--- src/rtl/gci_std_kmc_ps2_transmitter_pkg.sv ---
// -----------------------------------------------------------------------------
// gci_std_kmc_ps2_transmitter_pkg
// Shared definitions for the host-to-device PS/2 transmitter:
//   - transmitter FSM state encoding
//   - default timing / filter parameter values (50 MHz system clock)
//   - frame edge indices used by the edge counter
//   - odd-parity helper
// -----------------------------------------------------------------------------
package gci_std_kmc_ps2_transmitter_pkg;

    typedef enum logic [2:0] {
        ST_IDLE      = 3'd0,
        ST_INHIBIT   = 3'd1,
        ST_START     = 3'd2,
        ST_SEND      = 3'd3,
        ST_ACK       = 3'd4,
        ST_WAIT_IDLE = 3'd5,
        ST_FIN       = 3'd6
    } tx_state_t;

    // 120 us clock inhibit, 5 us data setup, 15 ms transaction limit at 50 MHz.
    localparam int DEF_INHIBIT_CYCLES = 6000;
    localparam int DEF_SETUP_CYCLES   = 250;
    localparam int DEF_TIMEOUT_CYCLES = 750000;
    localparam int DEF_FILTER         = 2;

    // Edge counter value held just before the fall that puts the stop bit out.
    localparam logic [3:0] EDGE_BEFORE_STOP = 4'd9;

    // Odd parity: the 9-bit {parity, data} word always carries an odd number of ones.
    function automatic logic odd_parity(input logic [7:0] data);
        return ~^data;
    endfunction

endpackage

--- src/rtl/gci_std_kmc_ps2_tx_linefilter.sv ---
// -----------------------------------------------------------------------------
// gci_std_kmc_ps2_tx_linefilter
// Brings the raw open-drain PS/2 clock and data pins into the system clock
// domain and debounces them.
//   clk          : system clock
//   reset        : synchronous active-high reset
//   ps2_clk_raw  : raw PS/2 clock pin level
//   ps2_data_raw : raw PS/2 data pin level
//   ps2_clk_f    : filtered clock level
//   ps2_data_f   : filtered data level
//   fall         : one-cycle pulse on each filtered clock 1->0 transition
// A filtered level changes only after P_FILTER equal consecutive synchronized
// samples, so an edge on a pin shows up 2 + P_FILTER cycles later.
// -----------------------------------------------------------------------------
module gci_std_kmc_ps2_tx_linefilter
    import gci_std_kmc_ps2_transmitter_pkg::*;
#(
    parameter int P_FILTER = DEF_FILTER
) (
    input  logic clk,
    input  logic reset,
    input  logic ps2_clk_raw,
    input  logic ps2_data_raw,
    output logic ps2_clk_f,
    output logic ps2_data_f,
    output logic fall
);

    logic [1:0]          clk_sync_r;
    logic [1:0]          data_sync_r;
    logic [P_FILTER-1:0] clk_hist_r;
    logic [P_FILTER-1:0] data_hist_r;
    logic                clk_f_r;
    logic                data_f_r;
    logic                fall_r;
    logic                clk_all_hi_s;
    logic                clk_all_lo_s;
    logic                data_all_hi_s;
    logic                data_all_lo_s;

    // Agreement of the whole sample history decides a line change.
    always_comb begin
        clk_all_hi_s  = &clk_hist_r;
        clk_all_lo_s  = ~|clk_hist_r;
        data_all_hi_s = &data_hist_r;
        data_all_lo_s = ~|data_hist_r;
    end

    // Synchronize the pins, shift the sample history and update filtered levels.
    always_ff @(posedge clk) begin
        if (reset) begin
            // Idle bus is released (high); starting there avoids a fake fall.
            clk_sync_r  <= 2'b11;
            data_sync_r <= 2'b11;
            clk_hist_r  <= '1;
            data_hist_r <= '1;
            clk_f_r     <= 1'b1;
            data_f_r    <= 1'b1;
            fall_r      <= 1'b0;
        end else begin
            clk_sync_r  <= {clk_sync_r[0], ps2_clk_raw};
            data_sync_r <= {data_sync_r[0], ps2_data_raw};
            clk_hist_r  <= (clk_hist_r << 1'b1) | P_FILTER'(clk_sync_r[1]);
            data_hist_r <= (data_hist_r << 1'b1) | P_FILTER'(data_sync_r[1]);

            if (clk_all_hi_s) begin
                clk_f_r <= 1'b1;
            end else if (clk_all_lo_s) begin
                clk_f_r <= 1'b0;
            end else begin
                clk_f_r <= clk_f_r;
            end

            if (data_all_hi_s) begin
                data_f_r <= 1'b1;
            end else if (data_all_lo_s) begin
                data_f_r <= 1'b0;
            end else begin
                data_f_r <= data_f_r;
            end

            // Fires in the same cycle the filtered clock drops to 0.
            fall_r <= clk_f_r & clk_all_lo_s;
        end
    end

    assign ps2_clk_f  = clk_f_r;
    assign ps2_data_f = data_f_r;
    assign fall       = fall_r;

endmodule

--- src/rtl/gci_std_kmc_ps2_transmitter.sv ---
// -----------------------------------------------------------------------------
// gci_std_kmc_ps2_transmitter
// Host-to-device PS/2 byte transmitter: inhibits the clock, puts the start bit
// out, releases the clock, shifts data/parity/stop on device clock falls and
// checks the device acknowledge.
//   iCLOCK        : system clock
//   iRESET_SYNC   : synchronous active-high reset
//   iPS2MOD_REQ   : send request (sampled only while not busy)
//   iPS2MOD_DATA  : byte to send, captured with an accepted request
//   oPS2MOD_BUSY  : transaction in progress (stays 1 through the FIN cycle)
//   oPS2MOD_DONE  : one-cycle pulse at transaction end
//   oPS2MOD_ERROR : with DONE: 1 = no acknowledge or timeout
//   iPS2_CLOCK    : raw PS/2 clock pin
//   iPS2_DATA     : raw PS/2 data pin
//   oPS2_CLOCK_OE : 1 pulls the clock line low
//   oPS2_DATA_OE  : 1 pulls the data line low
// -----------------------------------------------------------------------------
module gci_std_kmc_ps2_transmitter
    import gci_std_kmc_ps2_transmitter_pkg::*;
#(
    parameter int P_INHIBIT_CYCLES = DEF_INHIBIT_CYCLES,
    parameter int P_SETUP_CYCLES   = DEF_SETUP_CYCLES,
    parameter int P_TIMEOUT_CYCLES = DEF_TIMEOUT_CYCLES,
    parameter int P_FILTER         = DEF_FILTER
) (
    input  logic       iCLOCK,
    input  logic       iRESET_SYNC,
    input  logic       iPS2MOD_REQ,
    input  logic [7:0] iPS2MOD_DATA,
    output logic       oPS2MOD_BUSY,
    output logic       oPS2MOD_DONE,
    output logic       oPS2MOD_ERROR,
    input  logic       iPS2_CLOCK,
    input  logic       iPS2_DATA,
    output logic       oPS2_CLOCK_OE,
    output logic       oPS2_DATA_OE
);

    localparam int PHASE_MAX = (P_INHIBIT_CYCLES > P_SETUP_CYCLES) ? P_INHIBIT_CYCLES : P_SETUP_CYCLES;
    localparam int PW        = $clog2(PHASE_MAX + 32'sd1);
    localparam int TW        = $clog2(P_TIMEOUT_CYCLES + 32'sd1);

    localparam logic [PW-1:0] INHIBIT_LAST = PW'(P_INHIBIT_CYCLES - 32'sd1);
    localparam logic [PW-1:0] SETUP_LAST   = PW'(P_SETUP_CYCLES - 32'sd1);
    localparam logic [TW-1:0] TIMEOUT_LAST = TW'(P_TIMEOUT_CYCLES - 32'sd1);

    tx_state_t     state_r;
    tx_state_t     state_s;
    logic [PW-1:0] phase_cnt_r;
    logic [PW-1:0] phase_cnt_s;
    logic [TW-1:0] tmo_cnt_r;
    logic [TW-1:0] tmo_cnt_s;
    logic [3:0]    edge_cnt_r;
    logic [3:0]    edge_cnt_s;
    logic [8:0]    shift_r;
    logic [8:0]    shift_s;
    logic          err_r;
    logic          err_s;
    logic          data_oe_r;
    logic          data_oe_s;
    logic          clock_oe_r;
    logic          busy_r;
    logic          done_r;
    logic          error_r;
    logic          timeout_s;
    logic          ps2_clk_f;
    logic          ps2_data_f;
    logic          fall;

    gci_std_kmc_ps2_tx_linefilter #(
        .P_FILTER (P_FILTER)
    ) u_linefilter (
        .clk          (iCLOCK),
        .reset        (iRESET_SYNC),
        .ps2_clk_raw  (iPS2_CLOCK),
        .ps2_data_raw (iPS2_DATA),
        .ps2_clk_f    (ps2_clk_f),
        .ps2_data_f   (ps2_data_f),
        .fall         (fall)
    );

    // Next-state, counter, shift register and data-line drive logic.
    always_comb begin
        state_s     = state_r;
        phase_cnt_s = phase_cnt_r;
        tmo_cnt_s   = tmo_cnt_r;
        edge_cnt_s  = edge_cnt_r;
        shift_s     = shift_r;
        err_s       = err_r;
        data_oe_s   = data_oe_r;
        // The limit is measured from the first cycle with the clock released.
        timeout_s   = (tmo_cnt_r == TIMEOUT_LAST);

        case (state_r)
            ST_IDLE: begin
                if (iPS2MOD_REQ) begin
                    state_s     = ST_INHIBIT;
                    phase_cnt_s = '0;
                    tmo_cnt_s   = '0;
                    edge_cnt_s  = 4'd0;
                    shift_s     = {odd_parity(iPS2MOD_DATA), iPS2MOD_DATA};
                    err_s       = 1'b0;
                    data_oe_s   = 1'b0;
                end else begin
                    state_s = ST_IDLE;
                end
            end

            ST_INHIBIT: begin
                if (phase_cnt_r == INHIBIT_LAST) begin
                    state_s     = ST_START;
                    phase_cnt_s = '0;
                    data_oe_s   = 1'b1;          // start bit
                end else begin
                    phase_cnt_s = phase_cnt_r + PW'(1'b1);
                end
            end

            ST_START: begin
                if (phase_cnt_r == SETUP_LAST) begin
                    state_s   = ST_SEND;
                    tmo_cnt_s = '0;
                end else begin
                    phase_cnt_s = phase_cnt_r + PW'(1'b1);
                end
            end

            ST_SEND: begin
                if (timeout_s) begin
                    state_s   = ST_FIN;
                    err_s     = 1'b1;
                    data_oe_s = 1'b0;
                end else begin
                    tmo_cnt_s = tmo_cnt_r + TW'(1'b1);
                    if (fall) begin
                        edge_cnt_s = edge_cnt_r + 4'd1;
                        if (edge_cnt_r == EDGE_BEFORE_STOP) begin
                            // Stop bit is a 1: just let go of the line.
                            data_oe_s = 1'b0;
                            state_s   = ST_ACK;
                        end else begin
                            // Falls 1..9: data LSB first, then parity.
                            data_oe_s = ~shift_r[0];
                            shift_s   = {1'b0, shift_r[8:1]};
                        end
                    end else begin
                        edge_cnt_s = edge_cnt_r;
                    end
                end
            end

            ST_ACK: begin
                if (timeout_s) begin
                    state_s   = ST_FIN;
                    err_s     = 1'b1;
                    data_oe_s = 1'b0;
                end else begin
                    tmo_cnt_s = tmo_cnt_r + TW'(1'b1);
                    if (fall) begin
                        // Device holds data low during this clock for a good ack.
                        err_s   = ps2_data_f;
                        state_s = ST_WAIT_IDLE;
                    end else begin
                        state_s = ST_ACK;
                    end
                end
            end

            ST_WAIT_IDLE: begin
                if (timeout_s) begin
                    state_s   = ST_FIN;
                    err_s     = 1'b1;
                    data_oe_s = 1'b0;
                end else begin
                    tmo_cnt_s = tmo_cnt_r + TW'(1'b1);
                    if (ps2_clk_f & ps2_data_f) begin
                        state_s = ST_FIN;
                    end else begin
                        state_s = ST_WAIT_IDLE;
                    end
                end
            end

            ST_FIN: begin
                state_s   = ST_IDLE;
                data_oe_s = 1'b0;
            end

            default: begin
                state_s   = ST_IDLE;
                data_oe_s = 1'b0;
            end
        endcase
    end

    // State/datapath registers; outputs are registered from the next state so
    // they change on the same edge as the state they belong to.
    always_ff @(posedge iCLOCK) begin
        if (iRESET_SYNC) begin
            state_r     <= ST_IDLE;
            phase_cnt_r <= '0;
            tmo_cnt_r   <= '0;
            edge_cnt_r  <= 4'd0;
            shift_r     <= 9'd0;
            err_r       <= 1'b0;
            data_oe_r   <= 1'b0;
            clock_oe_r  <= 1'b0;
            busy_r      <= 1'b0;
            done_r      <= 1'b0;
            error_r     <= 1'b0;
        end else begin
            state_r     <= state_s;
            phase_cnt_r <= phase_cnt_s;
            tmo_cnt_r   <= tmo_cnt_s;
            edge_cnt_r  <= edge_cnt_s;
            shift_r     <= shift_s;
            err_r       <= err_s;
            data_oe_r   <= data_oe_s;
            clock_oe_r  <= (state_s == ST_INHIBIT) | (state_s == ST_START);
            busy_r      <= (state_s != ST_IDLE);
            done_r      <= (state_s == ST_FIN);
            error_r     <= (state_s == ST_FIN) & err_s;
        end
    end

    assign oPS2MOD_BUSY  = busy_r;
    assign oPS2MOD_DONE  = done_r;
    assign oPS2MOD_ERROR = error_r;
    assign oPS2_CLOCK_OE = clock_oe_r;
    assign oPS2_DATA_OE  = data_oe_r;

endmodule

--- config.mk ---
export PLATFORM = sky130hd
export DESIGN_NAME = gci_std_kmc_ps2_transmitter
export DESIGN_NICKNAME = d
export VERILOG_FILES = /design/src/rtl/gci_std_kmc_ps2_transmitter_pkg.sv /design/src/rtl/gci_std_kmc_ps2_tx_linefilter.sv /design/src/rtl/gci_std_kmc_ps2_transmitter.sv
export SDC_FILE = /design/constraint.sdc
export NUM_CORES = 1
export LEC_CHECK = 0
export BUFFER_PORTS_ARGS = -buffer_cell sky130_fd_sc_hd__buf_2
export CAP_MARGIN = 40
export CORE_MARGIN = 2
export CORE_UTILIZATION = 64
export CTS_CLUSTER_DIAMETER = 40
export CTS_CLUSTER_SIZE = 16
export DETAILED_ROUTE_END_ITERATION = 8
export GPL_TIMING_DRIVEN = 0
export PLACE_DENSITY_LB_ADDON = 0.12
export SYNTH_ARGS = -nofsm -noshare
export SYNTH_HDL_FRONTEND = slang
export SYNTH_HIERARCHICAL = 1
export SYNTH_SLANG_ARGS = --single-unit
--- constraint.sdc ---
create_clock -name iCLOCK -period 4.9 [get_ports iCLOCK]
set_clock_uncertainty 0.1 [all_clocks]
set_input_delay 0.49 -clock iCLOCK [delete_from_list [all_inputs] [get_ports iCLOCK]]
set_output_delay 0.49 -clock iCLOCK [all_outputs]
set_load 0.01 [all_outputs]
==> results of run 1 <==
[power by group]
part	internal (mW)	switching [mW]
combinational	0.0321	0.0452
sequential	0.549	0.00772
clock	0.342	0.229
[routing by layer]
metal	vias to the layer above	global-route usage [%]
met1	1485	33.3
met3	15	7.58
li1	1500	-
met4	0	10.5
met2	86	50.0
met5	-	0
[kinds of logic after synthesis]
logic type / synth area share [%]
buffers and inverters: 3.22
AOI/OAI and AO/OA: 17.5
muxes: 0.300
adders and majority gates: 1.87
DFF: 39.6
and+or+nand+nor: 31.4
xor gates and xnor gates: 6.03
[path summary, 6_finish.rpt]
check / from / endpoint / cells after the start
worst min register to register: u_linefilter/data_sync_r[0] / u_linefilter/data_sync_r[1] / 1
worst max-delay path: phase_cnt_r[10] / tmo_cnt_r[9] / 6
worst min-delay path: iPS2_DATA / u_linefilter/data_sync_r[0] / 2
worst max register to register: phase_cnt_r[10] / tmo_cnt_r[9] / 6
[metrics by stage]
step,utilization [%],hold slack (ns)
detailed placement,69.5,0.293
finish,74.4,0.216
CTS,74.4,0.206
global placement,69.2,0.286
floorplan,-,0.283
global route,74.4,0.221
[cell usage in the layout (no fill, tap or decap), types with 3 or more instances in the layout]
cell and n:
sky130_fd_sc_hd__clkbuf_8 10, sky130_fd_sc_hd__nor4_1 6, sky130_fd_sc_hd__or4_1 8, sky130_fd_sc_hd__or2b_2 3, sky130_fd_sc_hd__a21oi_1 28, sky130_fd_sc_hd__clkinv_4 3
sky130_fd_sc_hd__or2_1 6, sky130_fd_sc_hd__bufinv_16 3, sky130_fd_sc_hd__nor3_1 15, sky130_fd_sc_hd__dfxtp_1 66, sky130_fd_sc_hd__buf_2 21, sky130_fd_sc_hd__or3_1 9
sky130_fd_sc_hd__xnor2_1 18, sky130_fd_sc_hd__a211oi_1 5, sky130_fd_sc_hd__nand2_1 38, sky130_fd_sc_hd__xor2_1 5, sky130_fd_sc_hd__nand4_1 10, sky130_fd_sc_hd__nor4b_1 3
sky130_fd_sc_hd__clkbuf_1 11, sky130_fd_sc_hd__o31ai_1 7, sky130_fd_sc_hd__nor2b_1 3, sky130_fd_sc_hd__a311oi_1 8, sky130_fd_sc_hd__and3_1 6, sky130_fd_sc_hd__nor3b_1 4
sky130_fd_sc_hd__nor4bb_1 3, sky130_fd_sc_hd__inv_1 7, sky130_fd_sc_hd__or2_2 6, sky130_fd_sc_hd__nor2_1 33, sky130_fd_sc_hd__o21ai_0 16, sky130_fd_sc_hd__a21o_1 4
sky130_fd_sc_hd__nand3_1 13, sky130_fd_sc_hd__ha_1 5
[registers in the layout (all words and copies together), names as in the netlist]
| register | flops |
|---|---|
| edge_cnt_r | 4 |
| err_r | 1 |
| oPS2MOD_BUSY | 1 |
| oPS2MOD_DONE | 1 |
| oPS2MOD_ERROR | 1 |
| oPS2_CLOCK_OE | 1 |
| oPS2_DATA_OE | 1 |
| phase_cnt_r | 13 |
| shift_r | 9 |
| state_r | 3 |
| tmo_cnt_r | 20 |
| u_linefilter/clk_hist_r | 2 |
| u_linefilter/clk_sync_r | 2 |
| u_linefilter/data_hist_r | 2 |
| u_linefilter/data_sync_r | 2 |
| u_linefilter/fall | 1 |
| u_linefilter/ps2_clk_f | 1 |
| u_linefilter/ps2_data_f | 1 |
[layout make-up]
type	count	area (µm²)
plain buffers	16	81.3
clock buffers	9	124
clock inverters	7	125
fillers	411	1300
inverters	7	26.3
multi-input cells	303	1910
flip-flops and latches	66	1320
well taps	70	87.6
repair buffers	19	100
==> results.cfg, run 1 <==
[sta]
max_freq_mhz = 395
drv_slew = 0
fin_tns_setup_ns = 0
final_critical_path_setup_slack_ns = 2.37
period_minus_slack_ns = 2.53
unrepaired_setup_endpoints_after_global_routing = false
tightestPinTransition_ns = 0.584
final-hold-violation-count = 0
setup_violations = 0
slew_headroom_pct = 60.8
layout_worst_path_cycle_share_pct = 51.6

[logic_synthesis]
synth_top_cells_by_count = sky130_fd_sc_hd__dfxtp_1, sky130_fd_sc_hd__nand2_1, sky130_fd_sc_hd__nor2_1, sky130_fd_sc_hd__a21oi_1, sky130_fd_sc_hd__xnor2_1
dominantRegCellSynth = sky130_fd_sc_hd__dfxtp_1
synthesized_area_divided_by_synthesized_cell_count_um2 = 8.52
synthesis.yosys.warnings = 6
yosys.cell_count.top_type = sky130_fd_sc_hd__dfxtp_1
synth_top_area_share_pct = 39.6
synth_enable_flop_cells = 0
netlist.top_cell.by_area = sky130_fd_sc_hd__dfxtp_1
async_reset_ff_share_pct = 0
syn_inst = 392
synthesis.nets = 410
ys_top_cells_by_area = sky130_fd_sc_hd__dfxtp_1, sky130_fd_sc_hd__xnor2_1, sky130_fd_sc_hd__nand2_1
mappedNetlistArea_um2 = 3340
synth-seq-area-share_pct = 39.6
synth_seq_cells = 66
post_synth_num_cell_types = 62

[final_layout]
synthesis_to_finish_area_growth_pct = 13.1
final-instance-count-excl-fill = 497
design.final.nets = 440
drive_above_1_share_pct = 14.5
antennaDiodeCount = 0
layout.cell_area.non_filler_um2 = 3770

[place]
detailedPlace.worstSlack_ns = 2.45
finalWeightedCongestion = 0.895
place.detailed.instances = 481
placed_area_um2 = 3530
dpl_wire_length_um = 5370
port_buffers = 17

[power]
power.leakage_nw = 1.29
vdd_ir_drop_max_v = 0.000360
power.density_nw_per_um2 = 319
total_power_mw = 1.21

[setup_path]
criticalPathCategory = reg2reg
worst-r2r-setup-slack_ns = 2.37
crit_path_top_delay_cell = sky130_fd_sc_hd__or4_4
worst-path-max-fanout = 10
arrival_ns = 2.72
worstSetupStartpointType = flip-flop
critPathTopFamily = simple AND/OR/NAND/NOR gates
worst_path_most_repeated_cell = sky130_fd_sc_hd__or4_4
worstPathBufferInverterCount = 1
crit_chain = or4_4 -> nor4_4 -> o21ai_2 -> buf_6 -> or4_4 -> a21oi_2
cp-end-kind = flip-flop
critPathRequiredTime_ns = 5.09
critical-path-max-stage-delay_ns = 0.57

[floorplanning]
floorplan.die_area_um2 = 5810
chip_width_um = 76.2
io_pins = 18
initial_utilization_pct = 65.8
core_area_um2 = 5070
height_of_the_die_um = 76.2
num_rows = 26

[grt]
antenna_found_initial = 0
pin_count_of_the_biggest_net_entering_global_routing = 14
global_route_wire_length_before_repair_um = 13500
grtUsageTotal_pct = 28.5
gr-total-overflow = 0
first_global_vias = 2949

[status]
outcome = completed

[routing]
num_vias = 3086
route.detailed.vias_per_inst = 6.21
drt-pass1-iter-count = 5
top_layer = met4
met2_wirelength_um = 3990
drtAntennaViolNets = 0
drt_drc_violations_left = 0
detail_route.wirelength.met1_um = 3390
drt_iter0_drc = 181
route.met3.wl_um = 348
routed_wl_um = 7870
route.detailed.wl_per_inst_um = 15.8

[worst_hold_path]
min_path_type = in2reg

[clock_tree]
cts.repair_timing.setup_buffer_count = 0
tritoncts_clock_tree = yes
numCtsBuffers = 9
cts_hold_bufs = 0
htree_depth = 3
cts_sinks = 66
post_cts_resized = 0
clk_root_buffer_cell = sky130_fd_sc_hd__clkbuf_8
cts_buffer_depth = 2
clkSlewWorstSetupHoldPaths_ns = 0.08
worstSkewPairLatency_ns = 0.35

[job]
cap_viol_max_count = 0
No activity file was read; power rests on OpenSTA's default activity.
==> run 2: changes to the inputs <==
--- a/config.mk
+++ b/config.mk
@@ -5,10 +5,11 @@
 export SDC_FILE = /design/constraint.sdc
 export NUM_CORES = 1
 export LEC_CHECK = 0
+export ABC_AREA = 1
 export BUFFER_PORTS_ARGS = -buffer_cell sky130_fd_sc_hd__buf_2
 export CAP_MARGIN = 40
 export CORE_MARGIN = 2
-export CORE_UTILIZATION = 64
+export CORE_UTILIZATION = 62
 export CTS_CLUSTER_DIAMETER = 40
 export CTS_CLUSTER_SIZE = 16
 export DETAILED_ROUTE_END_ITERATION = 8
==> constraint.sdc (replaced) <==
create_clock -name iCLOCK -period 2.33 [get_ports iCLOCK]
set_clock_uncertainty 0.1 [all_clocks]
set_input_delay 0.233 -clock iCLOCK [delete_from_list [all_inputs] [get_ports iCLOCK]]
set_output_delay 0.233 -clock iCLOCK [all_outputs]
set_load 0.01 [all_outputs]
==> run 2 against run 1 <==
Total power is 110% higher. Synthesized cell count increased by 59%. Global-route usage shrank 1.6 points. Maximum frequency up 20%. First-iteration DRC count rose by 99%. Final cell count up 48%. Final area grew 14%. Via count up 26%. Die area is 19% higher. Wire length increased by 14%. Largest power group is now registers. Highest routed layer unchanged.
==> results.cfg, run 2 <==
[place]
finalWeightedCongestion = 0.961
port_buffers = 17
dpl_wire_length_um = 6430
place.detailed.instances = 717

[floorplanning]
height_of_the_die_um = 83.0
io_pins = 18
initial_utilization_pct = 64.6
chip_width_um = 83.0
floorplan.die_area_um2 = 6890
core_area_um2 = 5990
num_rows = 28

[worst_hold_path]
min_path_type = in2reg
whs_path_depth = 5

[grt]
gr-total-overflow = 0
grtUsageTotal_pct = 26.9
first_global_vias = 3477
pin_count_of_the_biggest_net_entering_global_routing = 15
antenna_found_initial = 0
global_route_wire_length_before_repair_um = 15500

[logic_synthesis]
async_reset_ff_share_pct = 0
yosys.cell_count.top_type = sky130_fd_sc_hd__nand2_1
dominantRegCellSynth = sky130_fd_sc_hd__dfxtp_1
synthesis.yosys.warnings = 6
synth_top_cells_by_count = sky130_fd_sc_hd__nand2_1, sky130_fd_sc_hd__nor2_1, sky130_fd_sc_hd__dfxtp_1, sky130_fd_sc_hd__inv_1, sky130_fd_sc_hd__nand3_1
post_synth_num_cell_types = 31
ys_top_cells_by_area = sky130_fd_sc_hd__dfxtp_1, sky130_fd_sc_hd__nand2_1, sky130_fd_sc_hd__nor2_1
mappedNetlistArea_um2 = 3870
syn_inst = 625
synth_seq_cells = 66
netlist.top_cell.by_area = sky130_fd_sc_hd__dfxtp_1
synth-seq-area-share_pct = 34.1
synth_top_area_share_pct = 34.1
synthesis.nets = 643
synthesized_area_divided_by_synthesized_cell_count_um2 = 6.19
synth_enable_flop_cells = 0

[sta]
max_freq_mhz = 475
slew_headroom_pct = 54.5
final-hold-violation-count = 0
drv_slew = 0
tightestPinTransition_ns = 0.682
setup_violations = 0
period_minus_slack_ns = 2.10
layout_worst_path_cycle_share_pct = 90.3
fin_tns_setup_ns = 0
hold_ws_ns = 0.135

[setup_path]
criticalPathCategory = reg2reg
critPathRequiredTime_ns = 2.50
cp-end-kind = flip-flop
worstRegToRegCells = 11
worstSetupStartpointType = flip-flop
arrival_ns = 2.28
worst-path-max-fanout = 10

[final_layout]
ff_latch_area_um2 = 1320
final_cell_mix = sky130_fd_sc_hd__nand2_1, sky130_fd_sc_hd__nor2_1, sky130_fd_sc_hd__dfxtp_1, sky130_fd_sc_hd__inv_1, sky130_fd_sc_hd__nand3_1
mostFrequentLayoutCell = sky130_fd_sc_hd__nand2_1
antennaDiodeCount = 0
fillerInstances = 519
design.final.nets = 673
synthesis_to_finish_area_growth_pct = 11.2
final-instance-count-excl-fill = 734
reg_top3 = tmo_cnt_r: 20 flops, phase_cnt_r: 13 flops, shift_r: 9 flops
most_flop_heavy_register = tmo_cnt_r
multi_input_combinational_cell_area_um2 = 2220
drive_above_1_share_pct = 9.56
largest_register_ff_count = 20

[clock_tree]
worstSkewPairLatency_ns = 0.34
cts_sinks = 66
htree_depth = 3
clk_root_buffer_cell = sky130_fd_sc_hd__clkbuf_8
numCtsBuffers = 9
cts.repair_timing.setup_buffer_count = 0
clkSlewWorstSetupHoldPaths_ns = 0.07
cts_buffer_depth = 2
tritoncts_clock_tree = yes

[routing]
drt-pass1-iter-count = 5
route.detailed.vias_per_inst = 5.31
routed_wl_um = 8940
drt_drc_violations_left = 0
num_vias = 3895
drtAntennaViolNets = 0
drt_iter0_drc = 361
route.detailed.wl_per_inst_um = 12.2

[power]
power.leakage_nw = 1.87
total_power_mw = 2.50
vdd_ir_drop_max_v = 0.000507
power.density_nw_per_um2 = 582

[status]
outcome = completed

[job]
cap_viol_max_count = 0
==> run 2: power breakdown <==
group / leakage, nW / internal [mW] / switching (mW)
logic: 1.23 / 0.0823 / 0.145
registers: 0.537 / 1.16 / 0.0207
clock network: 0.108 / 0.655 / 0.442
total: 1.87 / 1.90 / 0.608
==> run 2: final cells by class <==
class | instances | share of cell area, %
multi-input cells | 476 | 51.5
flip-flops and latches | 66 | 30.7
inverters | 68 | 5.93
clock buffers | 11 | 3.52
repair buffers | 19 | 2.44
well taps | 75 | 2.18
plain buffers | 15 | 1.89
clock inverters | 4 | 1.75
==> run 2: through the flow <==
| stage | cell area [µm²] | utilization, % | setup WS [ns] |
|---|---|---|---|
| floorplan | 3870 | - | 0.521 |
| global placement | 4050 | 67.6 | 0.205 |
| detailed placement | 4050 | 67.6 | 0.200 |
| CTS | 4300 | 71.7 | 0.181 |
| global route | 4300 | 71.8 | -0.00744 |
| finish | 4300 | 71.8 | 0.227 |
==> run 2: path summary, 6_finish.rpt <==
path | from | to | slack, ns
hold / removal | iPS2MOD_DATA[5] | shift_r[5] | 0.14
hold reg to reg | u_linefilter/data_sync_r[0] | u_linefilter/data_sync_r[1] | 0.30
setup / recovery | tmo_cnt_r[0] | oPS2MOD_ERROR | 0.23
setup reg to reg | tmo_cnt_r[0] | oPS2MOD_ERROR | 0.23
==> run 2: critical path: stages, from the launching register on <==
cell	delay, ns
sky130_fd_sc_hd__dfxtp_1	0.41
sky130_fd_sc_hd__ha_1	0.17
sky130_fd_sc_hd__clkbuf_2	0.19
sky130_fd_sc_hd__nand3_1	0.17
sky130_fd_sc_hd__nor2_1	0.14
sky130_fd_sc_hd__nand3_1	0.14
sky130_fd_sc_hd__buf_2	0.22
sky130_fd_sc_hd__nand3_1	0.08
sky130_fd_sc_hd__nand3_1	0.11
sky130_fd_sc_hd__inv_1	0.10
sky130_fd_sc_hd__nand2_1	0.08
sky130_fd_sc_hd__nor2_1	0.12
==> run 2: cell families after synthesis <==
logic type               synth area share (%)
buffers and inverters                    8.57
adder cells (fa/ha/maj)                  1.62
AND/OR/NAND/NOR                          42.4
XOR/XNOR                                 4.75
flip-flops                               34.1
AO/OA/AOI/OAI                            8.50
==> run 2: layer usage <==
layer	GRT usage, %	routed length, µm	up-vias
met5	0	0	-
met4	8.79	142	0
met3	4.77	632	13
met2	42.6	4050	141
met1	37.2	4120	1725
li1	-	-	2016
==> run 2: what timing repair did <==
| action | 4_1_cts | 5_1_grt |
|---|---|---|
| resized for setup | 0 | 4 |
| hold buffers | 2 | 0 |
| endpoints found under the setup margin | 0 | 9 |
| hold endpoints to repair | 2 | 0 |
